===== config.mk =====
export PLATFORM = sky130hd
export DESIGN_NAME = if_fetch_unit
export DESIGN_NICKNAME = d
export VERILOG_FILES = /design/src/rtl/pipeline_pkg.sv /design/src/rtl/if_fetch_unit.sv
export SDC_FILE = /design/constraint.sdc
export NUM_CORES = 1
export LEC_CHECK = 0
export ABC_AREA = 1
export BUFFER_PORTS_ARGS = -buffer_cell sky130_fd_sc_hd__buf_2
export CORE_UTILIZATION = 52
export CTS_CLUSTER_SIZE = 20
export DETAILED_ROUTE_END_ITERATION = 10
export PLACE_DENSITY = 0.92
export SYNTH_ARGS = -nofsm -noshare
export SYNTH_HDL_FRONTEND = slang
export SYNTH_SLANG_ARGS = --single-unit

===== constraint.sdc =====
create_clock -name clk -period 4 [get_ports clk]
set_input_delay 0.2 -clock clk [delete_from_list [all_inputs] [get_ports clk]]
set_output_delay 0.2 -clock clk [all_outputs]
set_load 0.02 [all_outputs]

===== src/rtl/pipeline_pkg.sv =====
// Shared pipeline definitions: IF fetch state encoding, the NOP bubble word
// and the reset PC default.
package pipeline_pkg;

    typedef enum logic [1:0] {
        FETCH_REQ  = 2'd0,  // presenting a request at pc
        FETCH_WAIT = 2'd1,  // request accepted, awaiting read data
        FETCH_HOLD = 2'd2   // fetched word held for IF/ID
    } fetch_state_e;

    localparam logic [31:0] NOP_INST_DEF = 32'h0000_0000;
    localparam logic [31:0] RESET_PC_DEF = 32'h0000_3000;

    // Redirect targets are word aligned; low two bits are discarded.
    function automatic logic [31:0] align_word(input logic [31:0] addr);
        return {addr[31:2], 2'b00};
    endfunction

endpackage


===== src/rtl/if_fetch_unit.sv =====
// IF-stage producer for the IF/ID register. Owns the PC, keeps at most one
// instruction-memory request outstanding, holds the fetched word across
// stalls and drops wrong-path words after a redirect.
//
// Ports
//   clk, reset            clock; synchronous active-high reset
//   stall                 IF/ID stall: hold the current fetched word
//   redirect_valid/target taken branch/jump; new PC (low 2 bits forced to 0)
//   imem_req/addr         request valid / address (= pc)
//   imem_ready            request accepted when imem_req=1
//   imem_rvalid/rdata     returned instruction word
//   IF_inst               fetched word, NOP_INST when !IF_valid
//   IF_PC_plus_4          pc+4 of IF_inst, 0 when !IF_valid
//   IF_valid              IF_inst is a real fetched instruction
module if_fetch_unit
    import pipeline_pkg::*;
#(
    parameter logic [31:0] RESET_PC = RESET_PC_DEF,
    parameter logic [31:0] NOP_INST = NOP_INST_DEF
) (
    input  logic        clk,
    input  logic        reset,
    input  logic        stall,
    input  logic        redirect_valid,
    input  logic [31:0] redirect_target,
    output logic        imem_req,
    output logic [31:0] imem_addr,
    input  logic        imem_ready,
    input  logic        imem_rvalid,
    input  logic [31:0] imem_rdata,
    output logic [31:0] IF_inst,
    output logic [31:0] IF_PC_plus_4,
    output logic        IF_valid
);

    fetch_state_e state;
    logic [31:0]  pc;
    logic [31:0]  inst_buf;
    logic         discard;   // outstanding request belongs to a dropped path
    logic         if_valid_q;

    always_ff @(posedge clk) begin
        if (reset) begin
            state      <= FETCH_REQ;
            pc         <= RESET_PC;
            inst_buf   <= '0;
            discard    <= 1'b0;
            if_valid_q <= 1'b0;
        end else if (redirect_valid) begin
            pc         <= align_word(redirect_target);
            if_valid_q <= 1'b0;
            case (state)
                FETCH_REQ: begin
                    // An accepted request is now wrong-path; its data must be eaten.
                    if (imem_ready) begin
                        state   <= FETCH_WAIT;
                        discard <= 1'b1;
                    end
                end
                FETCH_WAIT: begin
                    // Data arriving this cycle is the old-path word: drop it,
                    // nothing remains outstanding.
                    if (imem_rvalid) begin
                        state   <= FETCH_REQ;
                        discard <= 1'b0;
                    end else begin
                        discard <= 1'b1;
                    end
                end
                default: state <= FETCH_REQ;
            endcase
        end else begin
            case (state)
                FETCH_REQ: begin
                    if (imem_ready) state <= FETCH_WAIT;
                end
                FETCH_WAIT: begin
                    if (imem_rvalid) begin
                        if (discard) begin
                            discard <= 1'b0;
                            state   <= FETCH_REQ;
                        end else begin
                            inst_buf   <= imem_rdata;
                            if_valid_q <= 1'b1;
                            state      <= FETCH_HOLD;
                        end
                    end
                end
                FETCH_HOLD: begin
                    // IF/ID captures the word in the same cycle we advance.
                    if (!stall) begin
                        pc         <= pc + 32'd4;
                        if_valid_q <= 1'b0;
                        state      <= FETCH_REQ;
                    end
                end
                default: state <= FETCH_REQ;
            endcase
        end
    end

    assign imem_req     = (state == FETCH_REQ) && !reset;
    assign imem_addr    = pc;
    assign IF_valid     = if_valid_q;
    assign IF_inst      = if_valid_q ? inst_buf : NOP_INST;
    assign IF_PC_plus_4 = if_valid_q ? (pc + 32'd4) : 32'd0;

endmodule


==> results of run 1 <==
-- path summary, 6_finish.rpt --
| kind | depth (start not counted) | startpoint | to |
|---|---|---|---|
| worst max register to register | 5 | state[0] | inst_buf[6] |
| worst min register to register | 2 | inst_buf[12] | inst_buf[12] |
| worst max-delay path | 5 | state[0] | inst_buf[6] |
| worst min-delay path | 2 | imem_rvalid | state[0] |
-- sequential cells by signal, summed over array words and instances, names as in the netlist --
register / cells
inst_buf: 32
imem_addr: 30
state: 2
IF_valid: 1
discard: 1
-- critical path, cell delays in order, from the launching register on --
cell     delay, ns
dfxtp_1       0.42
nor3b_2       0.19
nand3_1       0.75
inv_2         0.80
nor2_1        0.10
nor2_1        0.13
-- routing by layer --
metal	part of all wire, %	global-route usage [%]
met1	41	30.8
met2	48	49.6
met3	9.3	6.90
met4	2.0	12.5
met5	0	0
-- area by class of cell --
cell class	count	area, um2	share of cell area, %
clock buffers	9	124	2.51
clock inverters	7	125	2.53
inverters	90	338	6.84
multi-input cells	462	2090	42.4
flip-flops and latches	66	1320	26.8
well taps	99	124	2.51
repair buffers	162	813	16.5
-- power breakdown --
group | switching [mW] | internal, mW
clock | 0.282 | 0.421
combinational | 0.135 | 0.0813
sequential | 0.0356 | 0.690
-- kinds of logic after synthesis --
family | synth area share (%)
DFF | 33.8
xor gates and xnor gates | 3.14
buffers and inverters | 12.8
other | 0.0961
AOI/OAI and AO/OA | 13.2
and+or+nand+nor | 36.6
adders and majority gates | 0.320
-- cells in the mapped netlist --
master	count	area, um2
buf_6	2	22.5
conb_1	1	3.75
nor2_1	117	439
a211oi_1	1	7.51
a21oi_1	33	165
dfxtp_1	66	1320
nand2_2	5	31.3
and2_2	2	15.0
clkbuf_1	16	60.1
buf_2	4	20.0
o21ai_0	51	255
xor2_1	10	87.6
xnor2_1	4	35.0
o21ai_2	1	8.76
ha_1	1	12.5
and2_1	4	25.0
inv_1	85	319
inv_2	5	18.8
nand2_4	1	11.3
a2111oi_0	1	8.76
nand2_1	179	672
o21bai_1	2	15.0
a31oi_1	8	50.1
buf_4	8	60.1
nor2_4	5	56.3
nand3_1	21	105
nor3_1	2	10.0
nor2_2	8	50.1
o21ai_1	1	5.00
nor3b_2	1	12.5
==> qor.yml, run 1 <==
status: "finished, final reports clean"
dr.first_iter.drc_count: 256
routed_wl_um: 10900
drv_slew: 0
grt_pass1_wl_um: 17000
cts.sinks: 66
antenna_found_initial: 0
rows: 31
reg2reg_slack_ns: 1.51
p_per_area_nw_per_um2: 333
setup_viol: 0
grt_pass1_vias: 4038
initial_utilization_pct: 53.8
n_antenna_cell: 0
dp.cells: 879
syn-instance-count: 645
hpwlAfterDp_um: 7890
place.gp.congestion: 0.874
port_buffers: 161
final_cells: 895
synth_area_per_cell_um2: 6.05
core_um2: 7250
fin_crit_sh_pct: 62.2
cp-start-kind: "flip-flop"
track_usage_pct: 27.7
p_leak_nw: 2.60
end_kind: "flip-flop"
cp_max_fo: 35
clk_pin_slew_ns: 0.07
htreeDepth: 3
drt-vias-per-instance: 5.01
cp.arrival_ns: 2.75
post-route-min-period_ns: 2.49
firstDrtPassIters: 5
n_fill_cell: 632
layout_commonest_cell: "nand2_1"
num_io_pins: 168
hp-class: "in2reg"
critPathKind: "reg2reg"
rsz0062_at_grt: "false"
setup-tns-final_ns: 0
postLayoutCellArea_um2: 4940
pre_cts_ws_ns: 1.34
final_nets: 862
clock_skew_ns: 0.0123
maxCapViolations: 0
worst_slew_pin_slew_ns: 1.09
power_mw: 1.64
syn2layout_area_growth_pct: 26.5
hold_buffers: 0
holdWs_ns: 0.105
postPlaceCellArea_um2: 4690
grt_max_degree: 36
syn_area_um2: 3900
postCtsSetupBuffers: 0
dieArea_um2: 7860
final_util_pct: 68.1
avgRoutedWirePerCell_um: 12.2
seq_area_frac_synth_pct: 33.8
mostFrequentLayoutCells: "nand2_1 (179), buf_2 (161), nor2_1 (117)"
cts_resized: 0
drc: 0
drive_gt1_share_pct: 25.9
ir_drop_mv: 0.238
synth-seq-cells: 66
clock_path_buffers: 2
chipHeight_um: 88.6
grt_overflow: 0
slew_headroom_pct: 27.1
cts_tree: "yes"
required_ns: 4.26
numCtsBuffers: 9
drtAntennaViolNets: 0
root_buffer: "clkbuf_8"
synth_cell_types: 30
vias: 4485
die_x_um: 88.6
worstSkewPairLatency_ns: 0.34
yosys_warnings: 0
fin_ws_ns: 1.51
hold_viol: 0
max_freq_ghz: 0.402
(Power assumes the default switching activity.)
==> inputs of run 2 (changes only) <==
--- a/config.mk
+++ b/config.mk
@@ -7,10 +7,10 @@
 export LEC_CHECK = 0
 export ABC_AREA = 1
 export BUFFER_PORTS_ARGS = -buffer_cell sky130_fd_sc_hd__buf_2
-export CORE_UTILIZATION = 52
+export CORE_UTILIZATION = 48
 export CTS_CLUSTER_SIZE = 20
 export DETAILED_ROUTE_END_ITERATION = 10
-export PLACE_DENSITY = 0.92
+export PLACE_DENSITY = 0.87
 export SYNTH_ARGS = -nofsm -noshare
 export SYNTH_HDL_FRONTEND = slang
 export SYNTH_SLANG_ARGS = --single-unit
==> constraint.sdc (replaced) <==
create_clock -name clk -period 2.5 [get_ports clk]
set_input_delay 0.125 -clock clk [delete_from_list [all_inputs] [get_ports clk]]
set_output_delay 0.125 -clock clk [all_outputs]
set_load 0.02 [all_outputs]
==> run 2 against run 1 <==
- sequential share of layout area up 0.10 points
- clock power up 29%
- clock skew down 0.00098 ns
- setup slack worse by 1.2 ns
- combinational power up 62%
- largest cell class unchanged
- highest routed layer unchanged
- clock-buffer cell count up 3
- largest power group unchanged
- final area down 0.38%
- via count down 2.4%
- sequential power up 60%
- critical path type is now reg2out
- global-route usage down 1.8 points
- wire length down 1.9%
==> qor.yml, run 2 (synthesized netlist as in run 1, its figures left out) <==
vias: 4379  # -2.4%
cts_resized: 0  # unchanged
cp_max_fo: 7  # -80%
required_ns: 2.38  # -1.88 ns
numCtsBuffers: 9  # unchanged
setup-tns-final_ns: 0  # unchanged
port_buffers: 161  # unchanged
cts_tree: "yes"
firstDrtPassIters: 5  # unchanged
track_usage_pct: 25.9  # -1.8 points
cp-startpoint: "imem_addr[2]"
rr_endpoint: "imem_addr[18]"
hp-start: "imem_rvalid"
drv_slew: 0  # unchanged
postCtsSetupBuffers: 0  # unchanged
grt_overflow: 0  # unchanged
mostFrequentLayoutCells: "nand2_1 (179), buf_2 (161), nor2_1 (117)"
dr.max_layer_used: "met4"
reg2reg_from: "imem_addr[2]"
avgRoutedWirePerCell_um: 11.9  # -2.7%
routed_wl_um: 10700  # -1.9%
core_um2: 7810  # +7.6%
fin_crit_sh_pct: 88.3
final_cells: 902  # +0.78%
post-route-min-period_ns: 2.21
setup_viol: 0  # unchanged
maxCapViolations: 0  # unchanged
wl_met3_um: 777  # -24%
wl_met2_um: 5240  # -0.46%
antenna_found_initial: 0  # unchanged
clk_pin_slew_ns: 0.08  # about the same
hold_viol: 0  # unchanged
met1Wirelength_um: 4630  # +4.4%
p_per_area_nw_per_um2: 491  # +47%
chipHeight_um: 92.2  # +4.0%
htreeDepth: 3  # unchanged
n_fill_cell: 780  # +23%
critPathKind: "reg2out"
num_io_pins: 168  # unchanged
rsz0062_at_grt: "false"
slew_headroom_pct: 54.6  # +28 points
largest_reg_flops: 32  # unchanged
power_mw: 2.42  # +47%
grt_pass1_wl_um: 17600  # +3.6%
final_nets: 866  # +0.46%
hp-class: "in2reg"
pre_cts_ws_ns: 0.668  # -0.674 ns
cp-start-kind: "flip-flop"
p_leak_nw: 2.59  # -0.35%
status: "finished, final reports clean"
die_x_um: 92.2  # +4.0%
layout_commonest_cell: "nand2_1"
max_freq_ghz: 0.453
worst_slew_pin_slew_ns: 0.679  # -0.412 ns
drt-vias-per-instance: 4.85  # -3.1%
fin_ws_ns: 0.291  # -1.22 ns
cp.arrival_ns: 2.08  # -0.67 ns
hold-path-cell-count: 2  # unchanged
hpwlAfterDp_um: 7820  # -0.79%
place.gp.congestion: 0.862  # -1.4%
clock_skew_ns: 0.0113  # -0.000980 ns
drc: 0  # unchanged
rr_worst_depth: 8  # +3
ir_drop_mv: 0.304  # +28%
dp.cells: 886  # +0.80%
dr.first_iter.drc_count: 163  # -36%
reg2reg_slack_ns: 0.79  # -0.72 ns
root_buffer: "clkbuf_8"
worstSkewPairLatency_ns: 0.33  # about the same
grt_pass1_vias: 4069  # +0.77%
drtAntennaViolNets: 0  # unchanged
rows: 32  # +3.2%
min_to: "state[0]"
syn2layout_area_growth_pct: 26.0
end_kind: "primary output"
clock_path_buffers: 2  # unchanged
n_antenna_cell: 0  # unchanged
drive_gt1_share_pct: 26.0  # +0.12 points
initial_utilization_pct: 50.0  # -3.8 points
dieArea_um2: 8500  # +8.1%
cts.sinks: 66  # unchanged
grt_max_degree: 40  # +11%
hold_buffers: 0  # unchanged
regMostFlops: "inst_buf"
## run 2: changes by cell type in the layout (fill, tap and decap cells not counted), sizes merged
cell | before | now
bufinv | 3 | 1
buf | 162 | 166
clkinvlp | 0 | 1
inv | 92 | 90
clkbuf | 9 | 12
## run 2: worst max-delay path, cell delays in order (launching register included)
cell	delay (ns)
dfxtp_1	0.45
ha_1	0.26
nand2_2	0.07
nor2_2	0.15
nand2_4	0.11
nor2_4	0.19
xor2_1	0.20
and2_2	0.16
buf_2	0.16
## run 2: power breakdown
| part | internal [mW] | switching, mW | total [mW] |
|---|---|---|---|
| Clock | 0.489 | 0.417 | 0.906 |
| Combinational | 0.133 | 0.217 | 0.350 |
| Sequential | 1.10 | 0.0553 | 1.16 |
| Total | 1.73 | 0.689 | 2.42 |
## run 2: layout make-up
class | instances | area [um2] | area share [%]
inverters | 90 | 338 | 6.87
clock inverters | 4 | 51.3 | 1.04
repair buffers | 166 | 843 | 17.1
multi-input cells | 462 | 2090 | 42.5
well taps | 102 | 128 | 2.59
flip-flops and latches | 66 | 1320 | 26.9
clock buffers | 12 | 145 | 2.95
## run 2: metal layers
metal  global-route usage (%)  vias to the layer above
li1                         -                     2258
met1                     29.4                     1951
met2                     47.6                      163
met3                     6.55                        7
met4                     6.90                        0
met5                        0                        -
## run 2: how the worst max path moves through the flow
| stage | to | slack, ns | cells past startpoint |
|---|---|---|---|
| after CTS | IF_PC_plus_4[18] | 0.27 | 8 |
| after detailed placement | IF_PC_plus_4[18] | 0.67 | 8 |
| after global routing | IF_PC_plus_4[14] | 0.14 | 8 |
| after global placement | IF_PC_plus_4[18] | 0.66 | 8 |
| final | IF_PC_plus_4[18] | 0.29 | 8 |
| after floorplan | IF_PC_plus_4[22] | 0.67 | 7 |
## run 2: metrics by stage
stage | hold WS [ns] | cell area [um2] | utilization (%)
floorplan | 0.215 | 3920 | -
global placement | 0.360 | 4720 | 60.5
detailed placement | 0.369 | 4720 | 60.5
CTS | 0.0127 | 4920 | 63.0
global route | 0.0189 | 4920 | 63.0
finish | 0.0260 | 4920 | 63.0
==> inputs of run 3 (changes only) <==
--- a/config.mk
+++ b/config.mk
@@ -7,10 +7,10 @@
 export LEC_CHECK = 0
 export ABC_AREA = 1
 export BUFFER_PORTS_ARGS = -buffer_cell sky130_fd_sc_hd__buf_2
-export CORE_UTILIZATION = 48
+export CORE_UTILIZATION = 45
 export CTS_CLUSTER_SIZE = 20
 export DETAILED_ROUTE_END_ITERATION = 10
-export PLACE_DENSITY = 0.87
+export PLACE_DENSITY = 0.82
 export SYNTH_ARGS = -nofsm -noshare
 export SYNTH_HDL_FRONTEND = slang
 export SYNTH_SLANG_ARGS = --single-unit
==> constraint.sdc (replaced) <==
create_clock -name clk -period 2.7 [get_ports clk]
set_input_delay 0.135 -clock clk [delete_from_list [all_inputs] [get_ports clk]]
set_output_delay 0.135 -clock clk [all_outputs]
set_load 0.02 [all_outputs]
==> run 3 against run 2 <==
- non-clock buffer count down 2
- global-route usage decreased by 1.4 points
- clock-buffer cell count fell by 3
- register-to-register slack improved by 0.16 ns
- via count up 0.18%
- final area up 0.28%
- combinational power decreased by 8.9%
- largest power group unchanged
==> qor.yml, run 3 (synthesized netlist as in run 1, its figures left out) <==
hpwlAfterDp_um: 7540  # -3.6%
post-route-min-period_ns: 2.27
postPlaceCellArea_um2: 4700  # -0.40%
drt-vias-per-instance: 4.86  # about the same
comb_power_share_pct: 13.8  # -0.7 points
final_nets: 864  # -0.23%
cp.arrival_ns: 2.14  # +0.06 ns
swShare_pct: 28.3  # -0.19 points
grt_max_degree: 40  # unchanged
min_to: "inst_buf[10]"
routed_wl_um: 10700  # about the same
cp-start-kind: "flip-flop"
p_int_mw: 1.66  # -3.8%
hold-path-cell-count: 3  # +1
core_um2: 8300  # +6.3%
regMostFlops: "inst_buf"
max_freq_ghz: 0.440
port_buffers: 161  # unchanged
largest_reg_flops: 32  # unchanged
grt_pass1_vias: 3939  # -3.2%
dr.max_layer_used: "met4"
cts_resized: 0  # unchanged
avgRoutedWirePerCell_um: 11.9  # -0.19%
seqPwrFrac_pct: 46.3  # -1.7 points
final_util_pct: 59.4  # -3.6 points
power_mw: 2.32  # -4.0%
worstSkewPairLatency_ns: 0.35  # +0.02 ns
slew_headroom_pct: 45.0  # -9.7 points
grt_pass1_wl_um: 17300  # -2.0%
rr_worst_depth: 9  # +1
switchingPower_mw: 0.657  # -4.7%
drtAntennaViolNets: 0  # unchanged
clock_path_buffers: 2  # unchanged
layout_commonest_cell: "nand2_1"
dr.first_iter.drc_count: 173  # +6.1%
reg2reg_from: "imem_addr[2]"
rsz0062_at_grt: "false"
hp-start: "imem_rdata[10]"
dieArea_um2: 9050  # +6.5%
chipHeight_um: 95.1  # +3.2%
fin_crit_sh_pct: 84.2
clk_pin_slew_ns: 0.08  # about the same
clock_skew_ns: 0.0113  # +0.00000690 ns
wl_met2_um: 5090  # -2.8%
reg2reg_slack_ns: 0.95  # +0.16 ns
ir_drop_mv: 0.299  # -1.8%
root_buffer: "clkbuf_8"
worst_slew_pin_slew_ns: 0.825  # +0.146 ns
end_kind: "primary output"
drive_gt1_share_pct: 25.8  # -0.15 points
holdWs_ns: 0.0317  # +0.00568 ns
cts.sinks: 66  # unchanged
cts_tree: "yes"
antenna_found_initial: 1  # +1
required_ns: 2.57  # +0.19 ns
die_x_um: 95.1  # +3.2%
mostFrequentLayoutCells: "nand2_1 (179), buf_2 (161), nor2_1 (117)"
firstDrtPassIters: 5  # unchanged
syn2layout_area_growth_pct: 26.4
setup_viol: 0  # unchanged
drc: 0  # unchanged
htreeDepth: 3  # unchanged
rr_endpoint: "imem_addr[24]"
rows: 33  # +3.1%
num_io_pins: 168  # unchanged
maxCapViolations: 0  # unchanged
clkPwrFrac_pct: 39.9  # +2.4 points
met1Wirelength_um: 4460  # -3.8%
postLayoutCellArea_um2: 4930  # +0.28%
wl_met3_um: 1010  # +31%
cp_max_fo: 7  # unchanged
place.gp.congestion: 0.903  # +4.8%
p_per_area_nw_per_um2: 470  # -4.3%
grt_overflow: 0  # unchanged
critPathKind: "reg2out"
drv_slew: 0  # unchanged
status: "finished, final reports clean"
p_leak_nw: 2.59  # -0.20%
hp-class: "in2reg"
postCtsSetupBuffers: 0  # unchanged
initial_utilization_pct: 47.0  # -3.0 points
track_usage_pct: 24.4  # -1.4 points
setup-tns-final_ns: 0  # unchanged
hold_viol: 0  # unchanged
numCtsBuffers: 9  # unchanged
vias: 4387  # +0.18%
-- run 3: metal layers --
layer / up-vias / GRT usage (%)
li1: 2260 / -
met1: 1912 / 26.5
met2: 198 / 44.0
met4: 0 / 8.84
met3: 17 / 7.81
met5: - / 0
-- run 3: through the flow --
step	instances	setup slack, ns
2_1_floorplan	648	0.862
3_3_place_gp	886	0.821
3_5_place_dp	886	0.821
4_1_cts	901	0.410
5_1_grt	902	0.260
6_report	903	0.427
-- run 3: final cells by class --
type / count / area [um2]
tap: 105 / 131
inverter: 90 / 338
sequential: 66 / 1320
timing repair buffer: 164 / 831
clock buffer: 9 / 124
fill: 855 / 3370
antenna: 1 / 2.50
multi-input combinational: 462 / 2090
clock inverter: 6 / 92.6
-- run 3: worst max-delay path: stages (launching register included) --
cell	delay, ns
dfxtp_1	0.44
ha_1	0.26
nand2_2	0.07
nor2_2	0.17
nand2_1	0.09
nor2_2	0.23
nand3_1	0.14
a21oi_1	0.19
buf_2	0.19
-- run 3: power groups by stage --
stage               Sequential [mW]  Combinational (mW)  Clock (mW)
global route                   1.08               0.362       0.998
detailed placement             1.09               0.318           0
floorplan                      1.11               0.184           0
global placement               1.09               0.315           0
CTS                            1.07               0.319       0.947
finish                         1.07               0.319       0.925
-- run 3: timing repair --
action                                  CTS  global route
hold buffers                              0             1
hold endpoints to repair                  0             1
endpoints found under the setup margin    0             0
-- run 3: how the worst max path moves through the flow --
stage	start	end	cells after the start
after floorplan	imem_addr[2]	IF_PC_plus_4[22]	7
after CTS	imem_addr[2]	IF_PC_plus_4[18]	8
after detailed placement	imem_addr[2]	IF_PC_plus_4[18]	8
after global placement	imem_addr[2]	IF_PC_plus_4[18]	8
final	imem_addr[2]	IF_PC_plus_4[24]	8
after global routing	imem_addr[2]	IF_PC_plus_4[18]	8
